$ cat config.mk
export PLATFORM = sky130hd
export DESIGN_NAME = shftreg_window_sched_flat
export DESIGN_NICKNAME = d
export VERILOG_FILES = /design/src/rtl/shftreg_window_sched_if.sv /design/src/rtl/shftreg_window_sched.sv /design/src/flat_wrapper.sv
export SDC_FILE = /design/constraint.sdc
export NUM_CORES = 1
export LEC_CHECK = 0
export BUFFER_PORTS_ARGS = -buffer_cell sky130_fd_sc_hd__buf_2
export CAP_MARGIN = 15
export CORE_MARGIN = 3
export CORE_UTILIZATION = 30
export CTS_CLUSTER_SIZE = 16
export DETAILED_ROUTE_END_ITERATION = 10
export PLACE_DENSITY = 0.54
export SYNTH_ARGS = -nofsm -noshare
export SYNTH_HDL_FRONTEND = slang
export SYNTH_SLANG_ARGS = --single-unit
$ cat constraint.sdc
create_clock -name CLK -period 1.5 [get_ports CLK]
set_clock_uncertainty 0.15 [all_clocks]
set_input_delay 0 -clock CLK [delete_from_list [all_inputs] [get_ports CLK]]
set_output_delay 0 -clock CLK [all_outputs]
set_load 0.03 [all_outputs]
$ cat src/rtl/shftreg_window_sched_if.sv
`default_nettype none
// ============================================================================
// Module      : shftreg_window_sched_if
// Description : Request/stream/window bundle between the bitstream
//               requesters, the shared shift-window scheduler and the
//               downstream window consumer.
//               master = scheduler side, slave = requesters + consumer side.
// Revision    : 1.0 - initial release
// ============================================================================
interface shftreg_window_sched_if #(
   parameter int N    = 8,
   parameter int M    = 4,
   parameter int IDXW = 2
);
   logic [M-1:0]    REQ;        // per-requester window request (level)
   logic [M-1:0]    IN;         // per-requester stochastic serial bit
   logic [M-1:0]    GRANT;      // one-hot grant, high for the whole shift phase
   logic [N-1:0]    WIN_OUT;    // captured window, bit 0 newest
   logic [IDXW-1:0] WIN_SRC;    // owner of WIN_OUT
   logic            WIN_VALID;  // captured window available
   logic            WIN_READY;  // consumer accepts the window
   logic            BUSY;       // scheduler not idle

   modport master (
      input  REQ, IN, WIN_READY,
      output GRANT, WIN_OUT, WIN_SRC, WIN_VALID, BUSY
   );

   modport slave (
      output REQ, IN, WIN_READY,
      input  GRANT, WIN_OUT, WIN_SRC, WIN_VALID, BUSY
   );
endinterface
`default_nettype wire

$ cat src/rtl/shftreg_window_sched.sv
`default_nettype none
// ============================================================================
// Module      : shftreg_window_sched
// Description : Round-robin scheduler sharing one N-bit serial-to-parallel
//               shift window among M stochastic bitstream requesters.
//               A granted stream is shifted in for exactly N cycles, then the
//               window is offered with its source tag on a valid/ready
//               handshake. Every output is a flop; REQ and WIN_READY only
//               reach outputs through registers.
//               Legal parameters: N >= 2, M >= 2, 2**IDXW >= M, 2**CW >= N.
// Revision    : 1.0 - initial release
// ============================================================================
module shftreg_window_sched #(
   parameter int N    = 8,
   parameter int M    = 4,
   parameter int IDXW = 2,
   parameter int CW   = 3
) (
   input wire CLK,
   input wire RESET,
   shftreg_window_sched_if.master bus
);

   typedef enum logic [1:0] {
      IDLE  = 2'd0,
      SHIFT = 2'd1,
      HOLD  = 2'd2
   } state_t;

   localparam logic [CW-1:0]   c_last_cnt = CW'(N - 1);
   localparam logic [IDXW-1:0] c_last_rst = IDXW'(M - 1);
   localparam logic [M-1:0]    c_one_hot0 = {{(M-1){1'b0}}, 1'b1};

   state_t          r_state;
   logic [IDXW-1:0] r_sel;        // index currently being shifted
   logic [IDXW-1:0] r_last;       // round-robin pointer (last granted/aborted)
   logic [N-1:0]    r_win;        // working shift window
   logic [CW-1:0]   r_cnt;        // shift edges already taken
   logic [M-1:0]    r_grant;
   logic [N-1:0]    r_win_out;    // last completed capture
   logic [IDXW-1:0] r_win_src;
   logic            r_win_valid;
   logic            r_busy;

   // Arbitration: the search is split into the indices above r_last (tried
   // first) and the wrap-around part at or below r_last, which gives the
   // LAST+1, LAST+2, ... (mod M) order without any modulo indexing.
   logic            w_any_hi;
   logic            w_any_lo;
   logic [IDXW-1:0] w_hi;
   logic [IDXW-1:0] w_lo;
   logic            w_any;
   logic [IDXW-1:0] w_winner;
   logic [M-1:0]    w_winner_oh;

   // Select the next requester in round-robin order after r_last.
   always_comb begin
      w_any_hi = 1'b0;
      w_any_lo = 1'b0;
      w_hi     = '0;
      w_lo     = '0;
      for (int j = 0; j < M; j++) begin
         if (bus.REQ[j] && (IDXW'(j) > r_last) && !w_any_hi) begin
            w_any_hi = 1'b1;
            w_hi     = IDXW'(j);
         end
         if (bus.REQ[j] && (IDXW'(j) <= r_last) && !w_any_lo) begin
            w_any_lo = 1'b1;
            w_lo     = IDXW'(j);
         end
      end
   end

   assign w_any       = w_any_hi | w_any_lo;
   assign w_winner    = w_any_hi ? w_hi : w_lo;
   assign w_winner_oh = c_one_hot0 << w_winner;

   // The grant is one-hot on the selected stream throughout SHIFT, so masking
   // with it picks that stream's request and bit without a variable index.
   logic         w_req_sel;
   logic         w_in_sel;
   logic [N-1:0] w_shifted;

   assign w_req_sel = |(bus.REQ & r_grant);
   assign w_in_sel  = |(bus.IN  & r_grant);
   assign w_shifted = {r_win[N-2:0], w_in_sel};

   // Scheduler FSM with all outputs registered.
   always_ff @(posedge CLK) begin
      if (RESET) begin
         r_state     <= IDLE;
         r_sel       <= '0;
         r_last      <= c_last_rst;
         r_win       <= '0;
         r_cnt       <= '0;
         r_grant     <= '0;
         r_win_out   <= '0;
         r_win_src   <= '0;
         r_win_valid <= 1'b0;
         r_busy      <= 1'b0;
      end else begin
         case (r_state)
            IDLE: begin
               if (w_any) begin
                  r_state <= SHIFT;
                  r_sel   <= w_winner;
                  r_last  <= w_winner;
                  r_grant <= w_winner_oh;
                  r_win   <= '0;
                  r_cnt   <= '0;
                  r_busy  <= 1'b1;
               end
            end
            SHIFT: begin
               if (!w_req_sel) begin
                  // Requester withdrew: drop the partial window. r_last keeps
                  // the aborted index so the next search starts after it.
                  r_state <= IDLE;
                  r_grant <= '0;
                  r_busy  <= 1'b0;
               end else begin
                  r_win <= w_shifted;
                  r_cnt <= r_cnt + CW'(1);
                  if (r_cnt == c_last_cnt) begin
                     r_state     <= HOLD;
                     r_grant     <= '0;
                     r_win_out   <= w_shifted;
                     r_win_src   <= r_sel;
                     r_win_valid <= 1'b1;
                  end
               end
            end
            HOLD: begin
               // Requests are ignored here; WIN_OUT stays until the next capture.
               if (bus.WIN_READY) begin
                  r_state     <= IDLE;
                  r_win_valid <= 1'b0;
                  r_busy      <= 1'b0;
               end
            end
            default: begin
               r_state     <= IDLE;
               r_grant     <= '0;
               r_win_valid <= 1'b0;
               r_busy      <= 1'b0;
            end
         endcase
      end
   end

   assign bus.GRANT     = r_grant;
   assign bus.WIN_OUT   = r_win_out;
   assign bus.WIN_SRC   = r_win_src;
   assign bus.WIN_VALID = r_win_valid;
   assign bus.BUSY      = r_busy;

endmodule
`default_nettype wire

$ cat src/flat_wrapper.sv
// flat-port wrapper written by rule: the top's interface ports become plain ports
module shftreg_window_sched_flat 
#(
   parameter int N    = 8,
   parameter int M    = 4,
   parameter int IDXW = 2,
   parameter int CW   = 3
)
  (CLK, RESET, bus_REQ, bus_IN, bus_WIN_READY, bus_GRANT, bus_WIN_OUT, bus_WIN_SRC, bus_WIN_VALID, bus_BUSY);
  shftreg_window_sched_if #(.N(N), .M(M), .IDXW(IDXW)) bus_i ();
  input wire CLK;
  input wire RESET;
  input wire logic [$bits(bus_i.REQ)-1:0] bus_REQ;
  input wire logic [$bits(bus_i.IN)-1:0] bus_IN;
  input wire logic [$bits(bus_i.WIN_READY)-1:0] bus_WIN_READY;
  output wire logic [$bits(bus_i.GRANT)-1:0] bus_GRANT;
  output wire logic [$bits(bus_i.WIN_OUT)-1:0] bus_WIN_OUT;
  output wire logic [$bits(bus_i.WIN_SRC)-1:0] bus_WIN_SRC;
  output wire logic [$bits(bus_i.WIN_VALID)-1:0] bus_WIN_VALID;
  output wire logic [$bits(bus_i.BUSY)-1:0] bus_BUSY;
  assign bus_i.REQ = bus_REQ;
  assign bus_i.IN = bus_IN;
  assign bus_i.WIN_READY = bus_WIN_READY;
  assign bus_GRANT = bus_i.GRANT;
  assign bus_WIN_OUT = bus_i.WIN_OUT;
  assign bus_WIN_SRC = bus_i.WIN_SRC;
  assign bus_WIN_VALID = bus_i.WIN_VALID;
  assign bus_BUSY = bus_i.BUSY;
  shftreg_window_sched #(.N(N), .M(M), .IDXW(IDXW), .CW(CW)) u_core (.CLK(CLK), .RESET(RESET), .bus(bus_i));
endmodule
==> key figures <==
CTS
  – Max H-tree Level: 2
  – TritonCTS clock tree: yes
  – Clock buffer depth: 2
  – Clk sink count: 32
  – Root buf cell: clkbuf_8
  – Total CTS buffers: 5
  – Clock Latency Late Sink: 0.28 ns
  – Setup bufs post-CTS: 0
  – Clock slew at reported path FFs: 0.07 ns

Synthesis
  – Synth Flop Type: dfxtp_1
  – Syn nets: 185
  – Sequential share of the synthesized area: 43.7%
  – Post-synthesis cell type count: 44
  – Post-Syn Area: 0.00147 mm2
  – Synth warnings: 0
  – Synth Area per Inst: 8.53 um2
  – Seq cells post-synth: 32
  – Asr flop ratio synth: 0%
  – EDFF count, synth: 0
  – Post-Syn Instances: 172

Finish
  – Non-filler cells, final: 286
  – Cell area after layout: 0.00201 mm2
  – Layout area overhead: 36.8%
  – Number of fill cells in the layout: 458
  – Most frequent cells in the layout: dfxtp_1 (27), buf_2 (25), nand2_1 (23)
  – Final net count: 233
  – Commonest non-fill, non-tap cell in the layout: dfxtp_1
  – Share of cells above drive strength 1: 38.0%
  – N_diodes: 0

Worst hold path
  – WHS Path Cells: 3
  – Hold EP: u_core.bus.GRANT[2]$_SDFFE_PP0P_
  – Min-delay src: bus_REQ[2]
  – Worst min-delay path class: in -> reg

Pwr
  – PD cells: 973 mW/mm2
  – Final Power: 1.95 mW
  – LEAKAGE: 0.827 nW
  – Max IR drop VDD: 0.000440 V

Timing
  – Endpoints failing setup: 7
  – Worst-Margin Slew: 0.407 ns
  – FMAX: 649 MHz
  – Final min period: 1.54 ns
  – Max-slew violations: 0
  – Unrepaired setup endpoints after global routing: true
  – Final setup margin: -0.0400 ns
  – Final hold vios: 0
  – Slew Limit Headroom: 72.7%
  – Fin crit share: 103%

Route
  – Pre-antenna DRT Iters: 4
  – Wire per inst: 12.8 um
  – Final ANT Viol Nets: 0
  – Final WL: 3650 um
  – Drc violations: 0
  – Routed vias: 1,367
  – Vias/cell: 4.78
  – DRT iter0 DRCs: 107

Worst setup path
  – Worst R2R End: u_core.r_cnt[0]$_SDFFE_PP0P_
  – Slowest CP cell: dfxtp_4
  – Critical Path Fanout Max: 4
  – Critical Path RT: 1.52 ns
  – Cell Chain, Critical Path: a22o_4 -> nor2_4 -> mux2_4 -> a32o_2
  – Worst Path Arrival: 1.56 ns
  – Startpoint type of the worst setup path: register
  – Crit path capture type: register
  – Reg2reg path depth: 4
  – Reg2reg setup slack: -0.04 ns
  – R2R Path Start: u_core.bus.GRANT[0]$_SDFFE_PP0P_
  – Worst path max stage delay: 0.35 ns
  – Critical path type: reg -> reg

GRT
  – First-pass GRT wire length: 6290 um
  – Overall Global Routing Usage: 13.5%
  – Initial antenna violation count: 0
  – Largest net degree at the start of global routing: 19
  – Vias in the first global route: 1,315
  – Remaining Overflow, GRT: 0

Place
  – I/O Buffers: 26
  – Hpwl dp: 2570 um
  – Gpl congestion: 0.801
  – Placed insts: 275
  – DP Area: 0.00183 mm2

Floorplan
  – Die H: 75.9 um
  – Die footprint: 0.00576 mm2
  – Starting Density: 32.3%
  – Std-Cell Core Area: 0.00453 mm2
  – Rows: 24
  – Die Span X: 75.9 um
  – I/O pins: 27

Run
  – Max_cap viols: 0

Run status
  – Status: finished, violations left
  – Failing checks: negative setup slack
==> registers in the layout, summed over array words and instances, names as in the netlist <==
register and cells:
u_core.bus.BUSY 1, u_core.bus.GRANT 4, u_core.bus.WIN_OUT 8, u_core.bus.WIN_SRC 2, u_core.bus.WIN_VALID 1, u_core.r_cnt 3, u_core.r_last 2, u_core.r_sel 2
u_core.r_state 2, u_core.r_win 7
==> area by class of cell <==
type / instances / area, um2 / area share [%]
inverter: 1 / 3.75 / 0.187
clock buffer: 8 / 90.1 / 4.49
sequential: 32 / 652 / 32.5
multi-input combinational: 127 / 818 / 40.8
tap: 65 / 81.3 / 4.05
timing repair buffer: 53 / 360 / 18.0
==> stage by stage <==
stage	hold WS [ns]	setup WS, ns	util (%)	setup TNS, ns
2_1_floorplan	0.0233	-0.0805	-	-0.205
3_3_place_gp	0.163	-0.0244	40.4	-0.0654
3_5_place_dp	0.149	-0.0480	40.4	-0.354
4_1_cts	0.0448	-0.0501	43.3	-0.346
5_1_grt	0.0448	-0.0967	44.2	-0.739
6_report	0.0139	-0.0400	44.2	-0.168
==> power by group <==
group	internal, mW	total [mW]	switching [mW]
Combinational	0.174	0.369	0.195
Sequential	0.882	0.905	0.0231
Clock	0.374	0.677	0.303
Total	1.43	1.95	0.522
==> synth_stat cells (2+ instances only) <==
cell type | instances | area [um2]
a211oi_1 | 2 | 15.0
a22o_1 | 3 | 26.3
a32o_1 | 2 | 20.0
ha_1 | 2 | 25.0
nand2_1 | 24 | 90.1
o2bb2ai_1 | 2 | 17.5
o21ai_0 | 4 | 20.0
buf_2 | 2 | 10.0
dfxtp_1 | 32 | 641
buf_6 | 2 | 22.5
buf_4 | 3 | 22.5
clkbuf_1 | 4 | 15.0
o21a_1 | 3 | 22.5
nor3_1 | 4 | 20.0
nor2b_1 | 5 | 31.3
a22oi_1 | 2 | 15.0
a31oi_1 | 2 | 12.5
a21oi_1 | 24 | 120
nand3_1 | 17 | 85.1
nor2_1 | 9 | 33.8
==> critical path: cells and delay by family (launching register included) <==
family | cells | cell delay, ns
DFF | 1 | 0.35
AOI/OAI and AO/OA | 2 | 0.50
muxes | 1 | 0.30
and+or+nand+nor | 1 | 0.13
==> per-layer routing <==
metal	part of all wire (%)	vias to the layer above	global-route usage [%]
met3	3.6	4	3.91
met5	0	-	0
li1	-	713	-
met1	50	637	17.6
met2	45	13	20.7
met4	1.4	0	5.98
==> repair_timing <==
action,CTS,global route
endpoints found under the hold margin,8,0
pin swaps,12,6
setup endpoints to repair,14,21
gates cloned,1,0
gates resized for setup,6,12
hold buffers,2,0
==> worst max-delay path by stage <==
stage                                           startpoint  slack (ns)  depth (start not counted)                                 end
after floorplan           u_core.bus.GRANT[0]$_SDFFE_PP0P_       -0.08                          4        u_core.r_cnt[0]$_SDFFE_PP0P_
after global placement        u_core.r_cnt[0]$_SDFFE_PP0P_       -0.02                          4    u_core.bus.GRANT[0]$_SDFFE_PP0P_
after detailed placement      u_core.r_cnt[0]$_SDFFE_PP0P_       -0.05                          6  u_core.bus.WIN_OUT[7]$_SDFFE_PP0P_
after CTS                 u_core.bus.GRANT[0]$_SDFFE_PP0P_       -0.05                          5  u_core.bus.WIN_OUT[1]$_SDFFE_PP0P_
after global routing      u_core.bus.GRANT[2]$_SDFFE_PP0P_        -0.1                          5  u_core.bus.WIN_OUT[7]$_SDFFE_PP0P_
final                     u_core.bus.GRANT[0]$_SDFFE_PP0P_       -0.04                          4        u_core.r_cnt[0]$_SDFFE_PP0P_
==> cell families (layout without fill, tap and decap cells) <==
group                    Yosys count  in the layout  share of synthesized area [%]
AND/OR/NAND/NOR                   69             69                           22.6
AO/OA/AOI/OAI                     53             53                           24.2
flip-flops                        32             32                           43.7
buffers and inverters             13             62                           5.29
multiplexers                       3              3                           2.47
adder cells (fa/ha/maj)            2              2                           1.71
Note: power is estimated with default switching activity, not from simulation.
